[src/rtl/spi_target_obi_bridge.sv]
// SPI mode-0 target that gives an external host auto-incrementing word-burst
// read/write access to the OBI bus through a single-outstanding OBI manager port.
module spi_target_obi_bridge #(
  parameter int unsigned SYNC_STAGES = 2,
  parameter int unsigned ADDR_INC    = 4,
  parameter logic [31:0] RD_FILL     = 32'hDEAD_BEEF
) (
  input  logic        clk_i,
  input  logic        rst_ni,
  input  logic        spi_csb_i,
  input  logic        spi_sck_i,
  input  logic        spi_mosi_i,
  output logic        spi_miso_o,
  output logic        spi_miso_oe_o,
  output logic        obi_req_o,
  input  logic        obi_gnt_i,
  output logic [31:0] obi_addr_o,
  output logic        obi_we_o,
  output logic [3:0]  obi_be_o,
  output logic [31:0] obi_wdata_o,
  input  logic        obi_rvalid_i,
  input  logic [31:0] obi_rdata_i,
  output logic        busy_o,
  output logic        err_o
);

  localparam int unsigned CNT_W     = 5;
  localparam logic [CNT_W-1:0] LAST_BYTE_BIT = CNT_W'(7);
  localparam logic [CNT_W-1:0] LAST_WORD_BIT = CNT_W'(31);
  localparam logic [7:0]  CMD_WRITE = 8'h02;
  localparam logic [7:0]  CMD_READ  = 8'h03;

  typedef enum logic [2:0] {
    IDLE, CMD, ADDR, WDATA, RDUMMY, RDATA, IGNORE
  } spi_state_e;

  typedef enum logic [1:0] {
    O_IDLE, O_REQ, O_RSP
  } obi_state_e;

  // synchronizer / edge-detect state
  logic [SYNC_STAGES-1:0] csb_sync_q, csb_sync_d;
  logic [SYNC_STAGES-1:0] sck_sync_q, sck_sync_d;
  logic [SYNC_STAGES-1:0] mosi_sync_q, mosi_sync_d;
  logic                   csb_prev_q, csb_prev_d;
  logic                   sck_prev_q, sck_prev_d;

  // SPI side state
  spi_state_e       state_q, state_d;
  logic [CNT_W-1:0] cnt_q, cnt_d;
  logic [31:0]      sh_q, sh_d;
  logic [31:0]      tx_q, tx_d;
  logic [31:0]      addr_q, addr_d;
  logic             rd_mode_q, rd_mode_d;
  logic             miso_q, miso_d;
  logic             miso_oe_q, miso_oe_d;
  logic             err_q, err_d;

  // OBI side state
  obi_state_e       o_state_q, o_state_d;
  logic             req_q, req_d;
  logic [31:0]      obi_addr_q, obi_addr_d;
  logic             we_q, we_d;
  logic [3:0]       be_q, be_d;
  logic [31:0]      wdata_q, wdata_d;
  logic [31:0]      rbuf_q, rbuf_d;
  logic             rbuf_valid_q, rbuf_valid_d;
  logic             rd_pend_q, rd_pend_d;
  logic [31:0]      pend_addr_q, pend_addr_d;
  logic             discard_q, discard_d;
  logic             busy_q, busy_d;

  // SPI -> OBI handshake
  logic        csb_s, sck_s, mosi_s;
  logic        csb_fall, csb_rise, sck_rise, sck_fall;
  logic [31:0] sh_next;
  logic        o_free;
  logic        do_load;
  logic        wr_issue;
  logic        rd_issue;
  logic [31:0] rd_issue_addr;
  logic        consume;
  logic        fill_used;

  assign csb_s    = csb_sync_q[SYNC_STAGES-1];
  assign sck_s    = sck_sync_q[SYNC_STAGES-1];
  assign mosi_s   = mosi_sync_q[SYNC_STAGES-1];
  assign csb_fall = csb_prev_q & ~csb_s;
  assign csb_rise = ~csb_prev_q & csb_s;
  assign sck_rise = ~sck_prev_q & sck_s;
  assign sck_fall = sck_prev_q & ~sck_s;
  assign sh_next  = {sh_q[30:0], mosi_s};
  assign o_free   = (o_state_q == O_IDLE) && !rd_pend_q;

  // Shift the asynchronous pad inputs through the synchronizer chains
  always_comb begin
    csb_sync_d  = {csb_sync_q[SYNC_STAGES-2:0], spi_csb_i};
    sck_sync_d  = {sck_sync_q[SYNC_STAGES-2:0], spi_sck_i};
    mosi_sync_d = {mosi_sync_q[SYNC_STAGES-2:0], spi_mosi_i};
    csb_prev_d  = csb_s;
    sck_prev_d  = sck_s;
  end

  // SPI frame FSM: field decode, address tracking, shift in/out
  always_comb begin
    state_d       = state_q;
    cnt_d         = cnt_q;
    sh_d          = sh_q;
    tx_d          = tx_q;
    addr_d        = addr_q;
    rd_mode_d     = rd_mode_q;
    miso_d        = miso_q;
    miso_oe_d     = miso_oe_q;
    err_d         = err_q;
    do_load       = 1'b0;
    wr_issue      = 1'b0;
    rd_issue      = 1'b0;
    rd_issue_addr = addr_q;
    consume       = 1'b0;
    fill_used     = 1'b0;

    if (csb_rise) begin
      state_d   = IDLE;
      cnt_d     = '0;
      miso_d    = 1'b0;
      miso_oe_d = 1'b0;
    end else if (csb_fall) begin
      state_d   = CMD;
      cnt_d     = '0;
      miso_d    = 1'b0;
      miso_oe_d = 1'b0;
      err_d     = 1'b0;
    end else begin
      case (state_q)
        CMD: begin
          if (sck_rise) begin
            sh_d = sh_next;
            if (cnt_q == LAST_BYTE_BIT) begin
              cnt_d = '0;
              if (sh_next[7:0] == CMD_WRITE) begin
                state_d   = ADDR;
                rd_mode_d = 1'b0;
              end else if (sh_next[7:0] == CMD_READ) begin
                state_d   = ADDR;
                rd_mode_d = 1'b1;
              end else begin
                state_d = IGNORE;
              end
            end else begin
              cnt_d = cnt_q + CNT_W'(1);
            end
          end
        end
        ADDR: begin
          if (sck_rise) begin
            sh_d = sh_next;
            if (cnt_q == LAST_WORD_BIT) begin
              cnt_d  = '0;
              addr_d = {sh_next[31:2], 2'b00};
              if (rd_mode_q) begin
                state_d       = RDUMMY;
                rd_issue      = 1'b1;
                rd_issue_addr = {sh_next[31:2], 2'b00};
              end else begin
                state_d = WDATA;
              end
            end else begin
              cnt_d = cnt_q + CNT_W'(1);
            end
          end
        end
        WDATA: begin
          if (sck_rise) begin
            sh_d = sh_next;
            if (cnt_q == LAST_WORD_BIT) begin
              cnt_d = '0;
              // a word arriving while the previous write is still open is dropped
              if (o_free) begin
                wr_issue = 1'b1;
                addr_d   = addr_q + 32'(ADDR_INC);
              end else begin
                err_d = 1'b1;
              end
            end else begin
              cnt_d = cnt_q + CNT_W'(1);
            end
          end
        end
        RDUMMY: begin
          if (sck_rise) begin
            if (cnt_q == LAST_BYTE_BIT) begin
              do_load = 1'b1;
            end else begin
              cnt_d = cnt_q + CNT_W'(1);
            end
          end
        end
        RDATA: begin
          if (sck_rise) begin
            if (cnt_q == LAST_WORD_BIT) begin
              do_load = 1'b1;
            end else begin
              cnt_d = cnt_q + CNT_W'(1);
            end
          end else if (sck_fall && (cnt_q != '0)) begin
            // the fall right after a load is skipped so bit31 is held for the host
            tx_d   = {tx_q[30:0], 1'b0};
            miso_d = tx_q[30];
          end
        end
        default: ;
      endcase

      // word load: buffered prefetch or fill pattern, then prefetch the next word
      if (do_load) begin
        if (rbuf_valid_q) begin
          tx_d    = rbuf_q;
          consume = 1'b1;
        end else begin
          tx_d      = RD_FILL;
          err_d     = 1'b1;
          fill_used = 1'b1;
        end
        miso_d        = tx_d[31];
        miso_oe_d     = 1'b1;
        addr_d        = addr_q + 32'(ADDR_INC);
        rd_issue      = 1'b1;
        rd_issue_addr = addr_q + 32'(ADDR_INC);
        cnt_d         = '0;
        state_d       = RDATA;
      end
    end
  end

  // OBI manager FSM with one-word read buffer and pending-read slot
  always_comb begin
    o_state_d    = o_state_q;
    req_d        = req_q;
    obi_addr_d   = obi_addr_q;
    we_d         = we_q;
    be_d         = be_q;
    wdata_d      = wdata_q;
    rbuf_d       = rbuf_q;
    rbuf_valid_d = rbuf_valid_q;
    rd_pend_d    = rd_pend_q;
    pend_addr_d  = pend_addr_q;
    discard_d    = discard_q;

    if (consume || csb_fall) begin
      rbuf_valid_d = 1'b0;
    end
    // an in-flight read whose data can no longer be used must not land in the buffer
    if ((csb_rise || fill_used) && (o_state_q != O_IDLE)) begin
      discard_d = 1'b1;
    end

    case (o_state_q)
      O_IDLE: begin
        if (wr_issue) begin
          o_state_d  = O_REQ;
          req_d      = 1'b1;
          obi_addr_d = addr_q;
          we_d       = 1'b1;
          be_d       = 4'hF;
          wdata_d    = sh_next;
        end else if (rd_pend_q && !csb_rise) begin
          o_state_d  = O_REQ;
          req_d      = 1'b1;
          obi_addr_d = pend_addr_q;
          we_d       = 1'b0;
          be_d       = 4'hF;
          rd_pend_d  = 1'b0;
        end
      end
      O_REQ: begin
        if (obi_gnt_i) begin
          o_state_d = O_RSP;
          req_d     = 1'b0;
        end
      end
      O_RSP: begin
        if (obi_rvalid_i) begin
          o_state_d = O_IDLE;
          discard_d = 1'b0;
          if (!we_q && !discard_q && !csb_rise && !fill_used) begin
            rbuf_d       = obi_rdata_i;
            rbuf_valid_d = 1'b1;
          end
        end
      end
      default: o_state_d = O_IDLE;
    endcase

    if (rd_issue) begin
      rd_pend_d   = 1'b1;
      pend_addr_d = rd_issue_addr;
    end
    if (csb_rise) begin
      rd_pend_d = 1'b0;
    end
  end

  // Busy covers an open frame and any OBI work still owed
  always_comb begin
    busy_d = (state_d != IDLE) || (o_state_d != O_IDLE) || rd_pend_d;
  end

  // Synchronizer registers
  always_ff @(posedge clk_i or negedge rst_ni) begin
    if (!rst_ni) begin
      csb_sync_q  <= '1;
      sck_sync_q  <= '0;
      mosi_sync_q <= '0;
      csb_prev_q  <= 1'b1;
      sck_prev_q  <= 1'b0;
    end else begin
      csb_sync_q  <= csb_sync_d;
      sck_sync_q  <= sck_sync_d;
      mosi_sync_q <= mosi_sync_d;
      csb_prev_q  <= csb_prev_d;
      sck_prev_q  <= sck_prev_d;
    end
  end

  // SPI frame registers
  always_ff @(posedge clk_i or negedge rst_ni) begin
    if (!rst_ni) begin
      state_q   <= IDLE;
      cnt_q     <= '0;
      sh_q      <= '0;
      tx_q      <= '0;
      addr_q    <= '0;
      rd_mode_q <= 1'b0;
      miso_q    <= 1'b0;
      miso_oe_q <= 1'b0;
      err_q     <= 1'b0;
    end else begin
      state_q   <= state_d;
      cnt_q     <= cnt_d;
      sh_q      <= sh_d;
      tx_q      <= tx_d;
      addr_q    <= addr_d;
      rd_mode_q <= rd_mode_d;
      miso_q    <= miso_d;
      miso_oe_q <= miso_oe_d;
      err_q     <= err_d;
    end
  end

  // OBI registers
  always_ff @(posedge clk_i or negedge rst_ni) begin
    if (!rst_ni) begin
      o_state_q    <= O_IDLE;
      req_q        <= 1'b0;
      obi_addr_q   <= '0;
      we_q         <= 1'b0;
      be_q         <= '0;
      wdata_q      <= '0;
      rbuf_q       <= '0;
      rbuf_valid_q <= 1'b0;
      rd_pend_q    <= 1'b0;
      pend_addr_q  <= '0;
      discard_q    <= 1'b0;
      busy_q       <= 1'b0;
    end else begin
      o_state_q    <= o_state_d;
      req_q        <= req_d;
      obi_addr_q   <= obi_addr_d;
      we_q         <= we_d;
      be_q         <= be_d;
      wdata_q      <= wdata_d;
      rbuf_q       <= rbuf_d;
      rbuf_valid_q <= rbuf_valid_d;
      rd_pend_q    <= rd_pend_d;
      pend_addr_q  <= pend_addr_d;
      discard_q    <= discard_d;
      busy_q       <= busy_d;
    end
  end

  assign spi_miso_o    = miso_q;
  assign spi_miso_oe_o = miso_oe_q;
  assign obi_req_o     = req_q;
  assign obi_addr_o    = obi_addr_q;
  assign obi_we_o      = we_q;
  assign obi_be_o      = be_q;
  assign obi_wdata_o   = wdata_q;
  assign busy_o        = busy_q;
  assign err_o         = err_q;

endmodule
[config.mk]
export PLATFORM = sky130hd
export DESIGN_NAME = spi_target_obi_bridge
export DESIGN_NICKNAME = d
export VERILOG_FILES = /design/src/rtl/spi_target_obi_bridge.sv
export SDC_FILE = /design/constraint.sdc
export NUM_CORES = 1
export LEC_CHECK = 0
export ABC_AREA = 1
export CORE_ASPECT_RATIO = 1.4
export CORE_MARGIN = 3
export CORE_UTILIZATION = 58
export DETAILED_ROUTE_END_ITERATION = 6
export PLACE_DENSITY_LB_ADDON = 0.08
export SYNTH_ARGS = -nofsm -noshare
export SYNTH_HDL_FRONTEND = slang
export SYNTH_SLANG_ARGS = --single-unit
[constraint.sdc]
create_clock -name clk_i -period 2.63 [get_ports clk_i]
set_input_delay 0.263 -clock clk_i [delete_from_list [all_inputs] [get_ports clk_i]]
set_output_delay 0.263 -clock clk_i [all_outputs]
set_load 0.05 [all_outputs]
## Word-level counts from Yosys, hierarchy flattened

Cells that the tools add are included.

| storage, ports and cells | value |
|---|---|
| input bits | 39 |
| register bits after elaboration | 254 |
| logic and storage cells | 222 |

| cells by class | value |
|---|---|
| bitwise gates (word level) | 10 |
| add/subtract/negate cells | 2 |
| equality and inequality tests | 26 |
| muxes and demuxes | 115 |
| reductions and logical operators | 43 |

Operators by type and width:

| cell | number |
|---|---|
| $mux W32 | 16 |
| $mux W31 | 4 |
| $pmux W32 S2 | 1 |
| $mux W1 | 62 |
| $mux W5 | 11 |
| $add A32 B3 Y32 const B | 1 |
| $mux W3 | 10 |
| $ne A5 B5 Y1 const B | 5 |
| $pmux W5 S4 | 1 |
| $eq A8 B2 Y1 const B | 2 |
| $ne A3 B3 Y1 const B | 5 |
| $reduce_bool A2 Y1 | 7 |
| $reduce_and A3 Y1 | 3 |
| $reduce_bool A3 Y1 | 3 |
| $mux W2 | 4 |
| $mux W4 | 2 |
| $reduce_and A8 Y1 | 1 |
| $reduce_bool A4 Y1 | 2 |
| $logic_and A1 B1 Y1 | 7 |
| $reduce_and A7 Y1 | 1 |
| $reduce_bool A7 Y1 | 1 |
| $eq A3 B2 Y1 const B | 2 |
| $eq A3 B3 Y1 const B | 2 |
| $not A1 Y1 | 6 |
| other kinds (25) | 37 |

## Longest topological paths before layout

Gate-level depths: netlist of run 1.

| depth | value |
|---|---|
| word-level depth | 14 |
| mapped depth | 14 |

## Least setup slack after synthesis of run 1

No wires, ideal clock.

| timing path | value |
|---|---|
| path type | register to register |
| start | reg csb_sync_q[1] |
| end | reg obi_addr_q[23] (netlist: obi_addr_o[23]) |
| slack | 0.645 ns |
| arrival | 1.867 ns |
| stages on the path, launching flop included | 12 |
| required time | 2.512 ns |
| period minus slack after synthesis | 1.985 ns |
| buffers on the path | 1 |
| path through | dfstp_2 > inv_1 > ha_1 > nor2_2 > inv_2 > nor2_1 > nand3_1 > nand2_1 > inv_1 > clkbuf_1 > nand2_1 > nand2_1 |

| between the ends | value |
|---|---|
| word-level cells in the longest chain between the ends | 6 |
| elaborated cells on any way between the ends | 10 |
| those cells by class | mux (3); bitwise (3); reduce/logical (4) |

Ends and longest elaborated chain:

| what | RTL line | RTL |
|---|---|---|
| start: declaration | 42 | `logic [SYNC_STAGES-1:0] csb_sync_q, csb_sync_d;` |
| start signal: assignment | 317 | `csb_sync_q <= csb_sync_d;` |
| $not A1 Y1 | 88 | `assign csb_fall = csb_prev_q & ~csb_s;` |
| $and A1 B1 Y1 | 88 |  |
| $mux W1 | 127 | `end else if (csb_fall) begin` |
| $mux W1 | 122 | `if (csb_rise) begin` |
| $reduce_bool A2 Y1 (no source line) | - |  |
| $reduce_and A2 Y1 (no source line) | - |  |
| end signal: assignment | 368 | `obi_addr_q <= obi_addr_d;` |
| end: declaration | 62 | `logic [31:0] obi_addr_q, obi_addr_d;` |

Parallel ways exist; a longest one is shown, timed or not.
A chain may end at the register's enable or synchronous reset.

## Worst setup path in the final report of run 1

| timing path | value |
|---|---|
| start | reg cnt_q[1] |
| end | reg obi_addr_q[12] (netlist: obi_addr_o[12]) |

| between the ends | value |
|---|---|
| word-level cells in the longest chain between the ends | 8 |
| elaborated cells on any way between the ends | 9 |
| those cells by class | eq/ne (1); mux (6); reduce/logical (2) |

Ends and longest elaborated chain:

| what | RTL line | RTL |
|---|---|---|
| start: declaration | 50 | `logic [CNT_W-1:0] cnt_q, cnt_d;` |
| start signal: assignment | 339 | `cnt_q <= cnt_d;` |
| $eq A5 B5 Y1 * | 175 | `if (cnt_q == LAST_WORD_BIT) begin` |
| $mux W1 * | 175 |  |
| $mux W1 * | 173 | `if (sck_rise) begin` |
| $mux W1 * | 134 | `case (state_q)` |
| $mux W1 * | 127 |  |
| $mux W1 * | 122 |  |
| $reduce_bool A2 Y1 (no source line) | - |  |
| $reduce_and A2 Y1 (no source line) | - |  |

Mark *: on every way between the ends. The rest lies on a longest branch, timed or not.

==> results of run 1 <==
## area by class of cell
| class | count | area [um2] | share of cell area (%) |
|---|---|---|---|
| inverter | 177 | 664.4 | 4.481 |
| clock inverter | 10 | 177.7 | 1.198 |
| sequential | 247 | 6185 | 41.71 |
| tap | 260 | 325.3 | 2.194 |
| multi-input combinational | 1183 | 5251 | 35.41 |
| timing repair buffer | 144 | 1531 | 10.33 |
| clock buffer | 35 | 693.2 | 4.675 |
## report_power, final
| part | total [W] | internal, W | switching (W) | leakage (nW) |
|---|---|---|---|---|
| sequential | 0.00395 | 0.00388 | 0.0000705 | 3.41 |
| combinational | 0.000634 | 0.000214 | 0.000420 | 3.36 |
| clock | 0.00381 | 0.00232 | 0.00148 | 0.424 |
| total | 0.00839 | 0.00642 | 0.00197 | 7.19 |
## sequential cells by signal, summed over array words and instances (netlist names), 3 cells and up
register     flops
tx_q            31
cnt_q            5
rbuf_q          32
addr_q          30
sh_q            31
obi_wdata_o     32
state_q          3
pend_addr_q     31
obi_addr_o      31
## layout by cell type (no fill, tap or decap), types with 7 or more instances in the layout
| master | count |
|---|---|
| inv_1 | 165 |
| o21a_1 | 31 |
| nand3_1 | 88 |
| clkdlybuf4s50_1 | 111 |
| inv_2 | 10 |
| o21ai_0 | 133 |
| clkbuf_1 | 7 |
| a21oi_1 | 51 |
| buf_4 | 18 |
| buf_12 | 13 |
| nor2_1 | 191 |
| dfrtp_1 | 244 |
| o21ai_1 | 47 |
| o211ai_1 | 15 |
| nand2_1 | 580 |
| clkbuf_16 | 25 |
## cell families after synthesis
family,Yosys count,synth area share [%]
adders and majority gates,6,0.5988
xor gates and xnor gates,4,0.2795
muxes,1,0.08982
and+or+nand+nor,889,28.33
AOI/OAI and AO/OA,283,12.45
buffers and inverters,259,8.923
DFF,247,49.34
## final timing paths
path	startpoint	to	slack [ns]
min	spi_csb_i	csb_sync_q[0]$_DFF_PN1_	0.14
max reg2reg	cnt_q[1]$_DFFE_PN0P_	obi_addr_o[12]$_DFFE_PN0P_	0.25
max	cnt_q[1]$_DFFE_PN0P_	obi_addr_o[12]$_DFFE_PN0P_	0.25
max in group asynchronous	rst_ni	csb_sync_q[0]$_DFF_PN1_	1.59
min reg2reg	mosi_sync_q[0]$_DFF_PN0_	mosi_sync_q[1]$_DFF_PN0_	0.35
min in group asynchronous	rst_ni	obi_addr_o[15]$_DFFE_PN0P_	0.31
## timing repair
item                                   4_1_cts  5_1_grt
gates resized for setup                      0        0
setup endpoints to repair                    0        0
hold buffers                                 1        0
endpoints found under the hold margin       67        0
## routing by layer
| layer | vias to the layer above | track usage [%] | wire, um |
|---|---|---|---|
| met1 | 5170 | 36.01 | 13180 |
| met4 | 0 | 11.77 | 1406 |
| met3 | 85 | 3.746 | 1730 |
| met5 | - | 0 | 0 |
| li1 | 5466 | - | - |
| met2 | 383 | 47.37 | 16000 |
## Yosys cell counts (5+ instances only)
| master | instances | share of area (%) |
|---|---|---|
| clkbuf_1 | 18 | 0.54 |
| o211ai_1 | 15 | 0.90 |
| inv_2 | 10 | 0.30 |
| buf_6 | 6 | 0.54 |
| o21ai_0 | 133 | 5.3 |
| nand3_1 | 90 | 3.6 |
| a21oi_1 | 51 | 2.0 |
| buf_4 | 12 | 0.72 |
| o21ai_1 | 47 | 1.9 |
| nor2_2 | 6 | 0.30 |
| nor2_1 | 191 | 5.7 |
| buf_2 | 42 | 1.7 |
| nand2_1 | 580 | 17 |
| o21a_1 | 31 | 1.9 |
| nand4_1 | 5 | 0.25 |
| ha_1 | 6 | 0.60 |
| dfrtp_1 | 244 | 49 |
| inv_1 | 165 | 4.9 |
| nand2_2 | 5 | 0.25 |
## stage by stage
| stage | worst slack, ns | total power, W | std cells | util [%] | hold slack (ns) |
|---|---|---|---|---|---|
| detailed placement | 0.2916 | 0.004657 | 2010 | 65.78 | 0.2789 |
| global placement | 0.3882 | 0.004644 | 2010 | 65.78 | 0.2708 |
| floorplan | 0.6452 | 0.004363 | 1689 | - | -0.03259 |
| CTS | 0.2595 | 0.008460 | 2056 | 69.93 | 0.1213 |
| global route | 0.02141 | 0.008702 | 2056 | 69.93 | 0.1536 |
| finish | 0.2531 | 0.008395 | 2056 | 69.93 | 0.1417 |
## worst max-delay path, cell delays in order (launching register included)
cell and delay [ns]:
dfrtp_1 0.39, ha_1 0.20, nand2_2 0.08, nor2_1 0.11
ha_1 0.23, inv_1 0.10, nor2_2 0.22, nand3_1 0.14
nand2_1 0.30, inv_1 0.07, buf_4 0.24, nand2_1 0.09
nand2_1 0.06
==> key figures, run 1 <==
Routing
  • Vias: 11.10k
  • Total wire length: 32,310 um
  • DR iter-0 viols: 748
  • WL/cell: 15.72 um
  • Drt pass-1 iters: 5
  • Detail Route Antenna Nets: 0
  • Via density per instance: 5.401
  • # DRC: 0

Placed design
  • GP Congestion: between 0.9 and 1
  • # port buffers: 112
  • Placed inst area: 13,950 um2
  • Hpwl dp: 22,340 um

Clock network
  • Num CTS Buffers: 25
  • Clock Sinks: 247
  • Clk_lat worst skew: 0.53 ns
  • CTS Root Cell: clkbuf_16
  • TritonCTS clock tree: done
  • CTS H-Tree Depth: 1
  • Clock-pin slew on the worst setup and hold paths: roughly 0.060 ns
  • Maximum root-to-sink buffer count: 3
  • Post-CTS setup buffers: 0

Final layout
  • Area grow syn2layout: 18.29%
  • Finished Cell Area: 14,830 um2
  • Share of cells above drive strength 1: 5.958%
  • Fill count: 1,830
  • Nets: between 1.5k and 2k
  • Ant. Diodes: 0

Timing
  • Skew final: 0.01978 ns
  • Final setup viols: 0
  • Share of the clock period used by the worst path: around nine tenths
  • Setup TNS: 0 ns
  • Rel. slew slack: 59.82%
  • Final min period: between 2 and 2.5 ns
  • RSZ-0062 raised after global routing: false
  • Max Fclk: 420.7 MHz
  • Worst slew pin tran: approximately 0.6 ns
  • Final slew viol count: 0
  • Final hold violations: 0

Min path
  • Hold Path Class: primary input to register
  • Hold depth: 1

Worst setup path
  • Worst EP arrival: 2.77 ns
  • CP Max Fanout: 30
  • Worst endpoint required time: a little over 3 ns
  • R2R depth: 12
  • CP Capture Type: register
  • CP startpoint kind: register
  • Crit path kind: register to register

Flow run
  • Max-Cap Viols: 0

Floorplan
  • Initial Utilization: 59.12%
  • Core Footprint: 21,200 um2
  • IO Pins: 113
  • Die area: 23,440 um2
  • Die span in x: between 100 and 150 um
  • Row Count: 63
  • Die Ht: approximately 180 um

Power and ir drop
  • Leakage: 7.193 nW
  • Max IR drop VDD: 0.5807 mV
  • PD cells: 566.2 nW/um2

Synth
  • Post-synthesis sequential area ratio: 49.34%
  • Number of synthesized register bits: 247
  • Post-Synthesis Cells: 1,689
  • Syn Nets: ~1.7k
  • Distinct cells, synth: 36
  • Post-Syn Area per Cell: 7.422 um2
  • Post-synth EDFFs: 0
  • Syn Std Cell Area: roughly 13,000 um2
  • Warnings, synthesis: 0
  • Asr flop ratio synth: 100.0%
  • Top FF cell, synth: dfrtp_1

Status
  • Status: finished clean

GRT
  • Pin count of the biggest net entering global routing: 72
  • Global-route wire length before repair: 53,760 um
  • Vias in the first global route: 10.83k
  • Initial antenna violation count: 0
  • Remaining global-route overflow: 0
  • Total Routing Usage GR: between 20% and 30%
Note: power is estimated with default switching activity, not from simulation.
==> run 2, diff against run 1 <==
CORE_ASPECT_RATIO = 0.75   (was 1.4)
SLEW_MARGIN = 15   (was not set)
==> run 2 against run 1 <==
Compared with the run above:
- total power shrank 1.5%
- first-iteration DRC count rose by 61%
- die area about the same
- sequential share of layout area up 0.053 points
- flip-flop and latch count stayed put
==> key figures, run 2 (synthesized netlist as in run 1, its figures left out) <==
Power and ir drop
  • Leakage: ~7.2 nW
  • Total Power Consumption: 0.008268 W
  • Max IR drop VDD: 0.5331 mV
  • PD cells: about 560 nW/um2

Routing
  • # DRC: 0
  • WL/cell: 16.47 um
  • Total wire length: 34,150 um
  • Detail Route Antenna Nets: 0
  • Vias: approximately 11k
  • Via density per instance: 5.374
  • Drt pass-1 iters: 6
  • DR iter-0 viols: 1,205

Flow run
  • Max-Cap Viols: 0

Timing
  • RSZ-0062 raised after global routing: true
  • Max Fclk: 404.4 MHz
  • Skew final: about 0.031 ns
  • Share of the clock period used by the worst path: 94.02%
  • Final slew viol count: 0
  • Final min period: 2.473 ns
  • Worst slew pin tran: 0.6241 ns
  • Rel. slew slack: 58.39%
  • Final hold violations: 0
  • Final setup viols: 0

GRT
  • Vias in the first global route: 10.30k
  • Global-route wire length before repair: 54,910 um
  • Total Routing Usage GR: 29.12%
  • Initial antenna violation count: 0
  • Pin count of the biggest net entering global routing: 84
  • Remaining global-route overflow: 0

Clock network
  • Clock Sinks: 247
  • CTS Root Cell: clkbuf_16
  • Num CTS Buffers: 24
  • Maximum root-to-sink buffer count: 3
  • TritonCTS clock tree: done
  • Clock-pin slew on the worst setup and hold paths: approximately 0.070 ns
  • Post-CTS setup buffers: 0
  • Clk_lat worst skew: between 0.5 and 0.6 ns
  • CTS H-Tree Depth: 1

Worst setup path
  • CP startpoint kind: register
  • Worst endpoint required time: 3.08 ns
  • CP Capture Type: register
  • CP Max Fanout: 31
  • Worst EP arrival: 2.93 ns
  • Crit path kind: register to register

Final layout
  • Ant. Diodes: 0
  • Commonest cells after routing, fill and taps aside: 579 x nand2_1, 244 x dfrtp_1, 191 x nor2_1, 165 x inv_1, 132 x o21ai_0
  • Share of cells above drive strength 1: 6.198%
  • Nets: 1,821
  • Utilization after layout: 71.47%
  • Commonest non-fill, non-tap cell in the layout: nand2_1
  • Area grow syn2layout: 18.14%

Status
  • Status: finished clean

Min path
  • Hold Path Class: primary input to register

Placed design
  • Hpwl dp: about 24,000 um
  • GP Congestion: ~0.95
  • # port buffers: 112

Floorplan
  • Die Ht: 133.3 um
  • Row Count: 45
  • Core Footprint: 20,720 um2
  • Die area: 23,430 um2
  • Die span in x: 175.8 um
  • IO Pins: about 110
  • Initial Utilization: 60.50%
==> run 2: changes by cell type in the layout (fill, tap and decap cells not counted), moves of 2 or more <==
| cell | change |
|---|---|
| bufinv_16 | -2 |
| clkbuf_1 | -7 |
| inv_6 | +4 |
| clkinv_2 | -3 |
| clkinv_4 | +2 |
==> run 2: path summary, 6_finish.rpt <==
check                                               from                    endpoint  slack [ns]  cells after the start
worst max-delay path                cnt_q[1]$_DFFE_PN0P_  obi_addr_o[27]$_DFFE_PN0P_        0.16                     11
worst min-delay path                           spi_csb_i     csb_sync_q[0]$_DFF_PN1_        0.13                      1
worst max register to register      cnt_q[1]$_DFFE_PN0P_  obi_addr_o[27]$_DFFE_PN0P_        0.16                     11
worst min register to register  mosi_sync_q[0]$_DFF_PN0_    mosi_sync_q[1]$_DFF_PN0_        0.35                      0
max in group asynchronous                         rst_ni      addr_q[28]$_DFFE_PN0P_        1.48                      3
min in group asynchronous                         rst_ni      rbuf_q[18]$_DFFE_PN0P_        0.33                      2
==> run 2: what timing repair did <==
action,4_1_cts,5_1_grt
hold endpoints to repair,78,0
resized for setup,0,4
setup endpoints to repair,0,55
hold buffers,1,0
==> run 2: routing by layer <==
layer | track usage (%) | vias to the layer above | share of wire (%) | wire length [um]
li1 | - | 5461 | - | -
met1 | 48.82 | 5124 | 49 | 16880
met2 | 37.34 | 514 | 37 | 12790
met3 | 8.462 | 42 | 12 | 3988
met4 | 4.484 | 0 | 1.4 | 490
met5 | 0 | - | 0 | 0
==> run 2: layout make-up <==
type,count,area (um2)
Sequential cell,247,6185
Fill cell,1672,5911
Multi-Input combinational cell,1183,5258
Timing Repair Buffer,143,1515
Inverter,177,664.4
Clock buffer,28,655.6
Tap cell,282,352.8
Clock inverter,13,178.9
==> run 2: worst max-delay path: stages (launching register included) <==
cell	delay, ns
dfrtp_1	0.40
ha_1	0.20
nand2_2	0.08
nor2_1	0.11
ha_1	0.23
inv_1	0.10
nor2_2	0.22
nand3_1	0.24
buf_12	0.25
o21ai_1	0.38
nand2_1	0.10
nand2_1	0.07
==> run 2: report_power, final <==
| part | switching, W | internal, W | leakage (nW) |
|---|---|---|---|
| sequential | 0.0000830 | 0.00388 | 3.41 |
| combinational | 0.000452 | 0.000213 | 3.35 |
| clock | 0.00154 | 0.00210 | 0.404 |
| total | 0.00207 | 0.00620 | 7.17 |
==> run 2: per-stage QoR <==
stage,instance area (um2),std cells,setup TNS (ns),setup slack [ns],hold slack (ns)
finish,14810,2073,0,0.1572,0.1309
global route,14810,2073,-0.01227,-0.006360,0.1309
CTS,14800,2073,0,0.07171,0.1231
detailed placement,13950,2031,0,0.1957,0.2983
global placement,13950,2031,0,0.2991,0.3045
floorplan,12540,1689,0,0.6452,-0.03259
==> run 3, diff against run 2 <==
ABC_AREA = not set   (was 1)
CORE_UTILIZATION = 64   (was 58)
DONT_BUFFER_PORTS = 1   (was not set)
==> run 3 against run 2 <==
Compared with the run above:
- the run now ends with negative hold slack left
- area after synthesis decreased by 6.3%
- global-route usage grew 0.46 points
- die area fell by 14%
- total power down 3.9%
- cell count decreased by 30%
- flip-flop and latch count is the same
- worst hold slack got worse by 0.68 ns
- clock power shrank 1%
- critical path depth shrank 1
- utilization up 4.0 points
- cell area down 9.2%
- count of clock-buffer cells in the layout increased by 8
==> key figures, run 3 <==
Synth
  • Syn Nets: 1,191
  • Post-Syn Area per Cell: 10.25 um2
  • Top FF cell, synth: dfrtp_1
  • Post-synth EDFFs: 0
  • Post-synth top cells: 244 x dfrtp_1, 143 x nand2_1, 94 x a21oi_1
  • Post-synthesis sequential area ratio: between 50% and 60%
  • Distinct cells, synth: 70
  • Syn Std Cell Area: 11,750 um2
  • Yosys top cell area share: 51.96%
  • Most frequent cell after synthesis: dfrtp_1
  • Number of synthesized register bits: 247
  • Post-Synthesis Cells: between 1k and 1.5k
  • Synth area leaders: dfrtp_1 52%, mux2_2 8.7%, nand2_1 4.6%, a21oi_1 4.0%, mux2i_1 3.6%
  • Warnings, synthesis: 0
  • Yosys top cell by area: dfrtp_1
  • Asr flop ratio synth: 100.0%

Clock network
  • CTS H-Tree Depth: 1
  • Cts hold-fix bufs: 37
  • Post-CTS setup buffers: 0
  • TritonCTS clock tree: done
  • Clock Sinks: about 250
  • Clock-pin slew on the worst setup and hold paths: 0.07 ns
  • CTS Root Cell: clkbuf_16
  • Maximum root-to-sink buffer count: 3
  • Num CTS Buffers: 24
  • Clk_lat worst skew: 0.52 ns

Worst setup path
  • Worst EP arrival: 2.89 ns
  • CP Capture Type: register
  • CP Max Fanout: 32
  • Crit path kind: register to register
  • Most used cell, CP: ha_1
  • Crit path largest cell delay: around 0.42 ns
  • Slowest cell on the critical path: dfrtp_1
  • Worst-path cell chain: ha_1, and3_1, ha_1, nand2_1, o21a_1, nor4_1, buf_4, nor3_4, buf_12, mux2_2
  • CP startpoint kind: register
  • Worst endpoint required time: 3.03 ns

GRT
  • Total Routing Usage GR: 29.58%
  • Initial antenna violation count: 0
  • Remaining global-route overflow: 0
  • Vias in the first global route: 8,823
  • Pin count of the biggest net entering global routing: 248
  • Global-route wire length before repair: 47,620 um

Power and ir drop
  • Leakage: ~6.2 nW
  • Total Power Consumption: 0.007946 W
  • Max IR drop VDD: 0.4772 mV
  • PD cells: 591.0 nW/um2

Timing
  • RSZ-0062 raised after global routing: true
  • Rel. slew slack: about 37%
  • Max Fclk: 400.9 MHz
  • Worst hold margin: -0.5487 ns
  • Skew final: ~0.014 ns
  • Final slew viol count: 0
  • Share of the clock period used by the worst path: 94.84%
  • Final min period: 2.494 ns
  • Worst slew pin tran: 0.9508 ns
  • Final setup viols: 0
  • Final hold violations: 247

Placed design
  • Placed inst area: approximately 12,000 um2
  • Hpwl dp: 18,560 um
  • # port buffers: 0
  • GP Congestion: 0.8809

Routing
  • DR iter-0 viols: 979
  • Drt pass-1 iters: 5
  • Total wire length: 29,310 um
  • WL/cell: 20.34 um
  • Vias: 9,095
  • # DRC: 0
  • Via density per instance: 6.312
  • Detail Route Antenna Nets: 0

Final layout
  • Share of cells above drive strength 1: 17.85%
  • Area of the multi-input gates: between 5000 and 6000 um2
  • Ant. Diodes: 0
  • Finished Cell Area: 13,450 um2
  • Nets: 1,226
  • Area grow syn2layout: 14.43%
  • Commonest non-fill, non-tap cell in the layout: dfrtp_1
  • FF+latch area: about 6200 um2
  • Commonest cells after routing, fill and taps aside: 243 x dfrtp_1, 143 x nand2_1, 93 x a21oi_1, 91 x mux2_2, 63 x nor2_1
  • Fill count: 1,208

Status
  • Failing checks: negative hold slack
  • Status: finished, violations left

Floorplan
  • Die Ht: 123.3 um
  • IO Pins: 113
  • Row Count: 42
  • Core Footprint: 17,810 um2
  • Die area: 20,040 um2
  • Initial Utilization: roughly two thirds
  • Die span in x: between 150 and 200 um

Flow run
  • Max-Cap Viols: 0

Min path
  • Hold Path Class: primary input to async pin
## run 3: cell type report
cell class	instances	area share, %
multi-input cells	773	37.75
inverters	39	1.089
well taps	242	2.252
repair buffers	96	6.784
flip-flops and latches	247	46.01
clock buffers	36	5.407
clock inverters	8	0.7072
## run 3: worst paths after layout
kind | startpoint | end | slack [ns] | cells after the start
hold reg to reg | csb_sync_q[0]$_DFF_PN1_ | csb_sync_q[1]$_DFF_PN1_ | 0.36 | 0
max in group asynchronous | rst_ni | obi_addr_o[22]$_DFFE_PN0P_ | 2.77 | 0
min in group clk_i | obi_rvalid_i | busy_o$_DFF_PN0_ | 0.11 | 3
hold / removal | rst_ni | tx_q[3]$_DFFE_PN0P_ | -0.55 | 0
setup reg to reg | cnt_q[0]$_DFFE_PN0P_ | rbuf_q[23]$_DFFE_PN0P_ | 0.14 | 10
setup / recovery | cnt_q[0]$_DFFE_PN0P_ | rbuf_q[23]$_DFFE_PN0P_ | 0.14 | 10
## run 3: where the power goes
part | switching, W | total (W) | internal (W)
registers | 0.000126 | 0.00402 | 0.00390
clock network | 0.00148 | 0.00359 | 0.00211
logic | 0.000162 | 0.000335 | 0.000174
total | 0.00177 | 0.00795 | 0.00618
## run 3: per-stage QoR
| stage | instances | utilization (%) | setup slack [ns] | TNS [ns] |
|---|---|---|---|---|
| finish | 1441 | 75.47 | 0.1356 | 0 |
| global route | 1441 | 75.47 | -0.007892 | -0.02470 |
| CTS | 1441 | 75.41 | 0.1283 | 0 |
| detailed placement | 1360 | 68.72 | 0.1534 | 0 |
| global placement | 1360 | 68.72 | 0.2291 | 0 |
| floorplan | 1146 | - | 0.2161 | 0 |
## run 3: worst max-delay path: cells and delay by family (launching register included)
family,cells,cell delay (ns)
flops,1,0.42
mux,1,0.37
fa+ha+maj,2,0.44
buf+inv,2,0.37
simple gates,4,0.56
compound gates,1,0.19
## run 3: repair_timing
item,CTS,global route
hold endpoints to repair,287,247
resized for setup,0,3
setup endpoints to repair,0,21
## run 3: metal layers
layer  GRT usage, %  part of all wire [%]  vias up
met1          46.39                    47     4512
met4          6.819                   2.4        0
met3          6.865                   9.1       61
met2          41.90                    42      385
met5              0                     0        -
li1               -                     -     4137
## run 3: cells by family (layout without fill, tap and decap cells)
logic type | Yosys count | count (layout) | share of synthesized area, %
and+or+nand+nor | 329 | 329 | 13.54
AOI/OAI and AO/OA | 279 | 279 | 14.40
DFF | 247 | 247 | 52.64
muxes | 133 | 133 | 12.30
buffers and inverters | 126 | 179 | 4.547
xor gates and xnor gates | 26 | 26 | 1.938
adders and majority gates | 6 | 6 | 0.6389
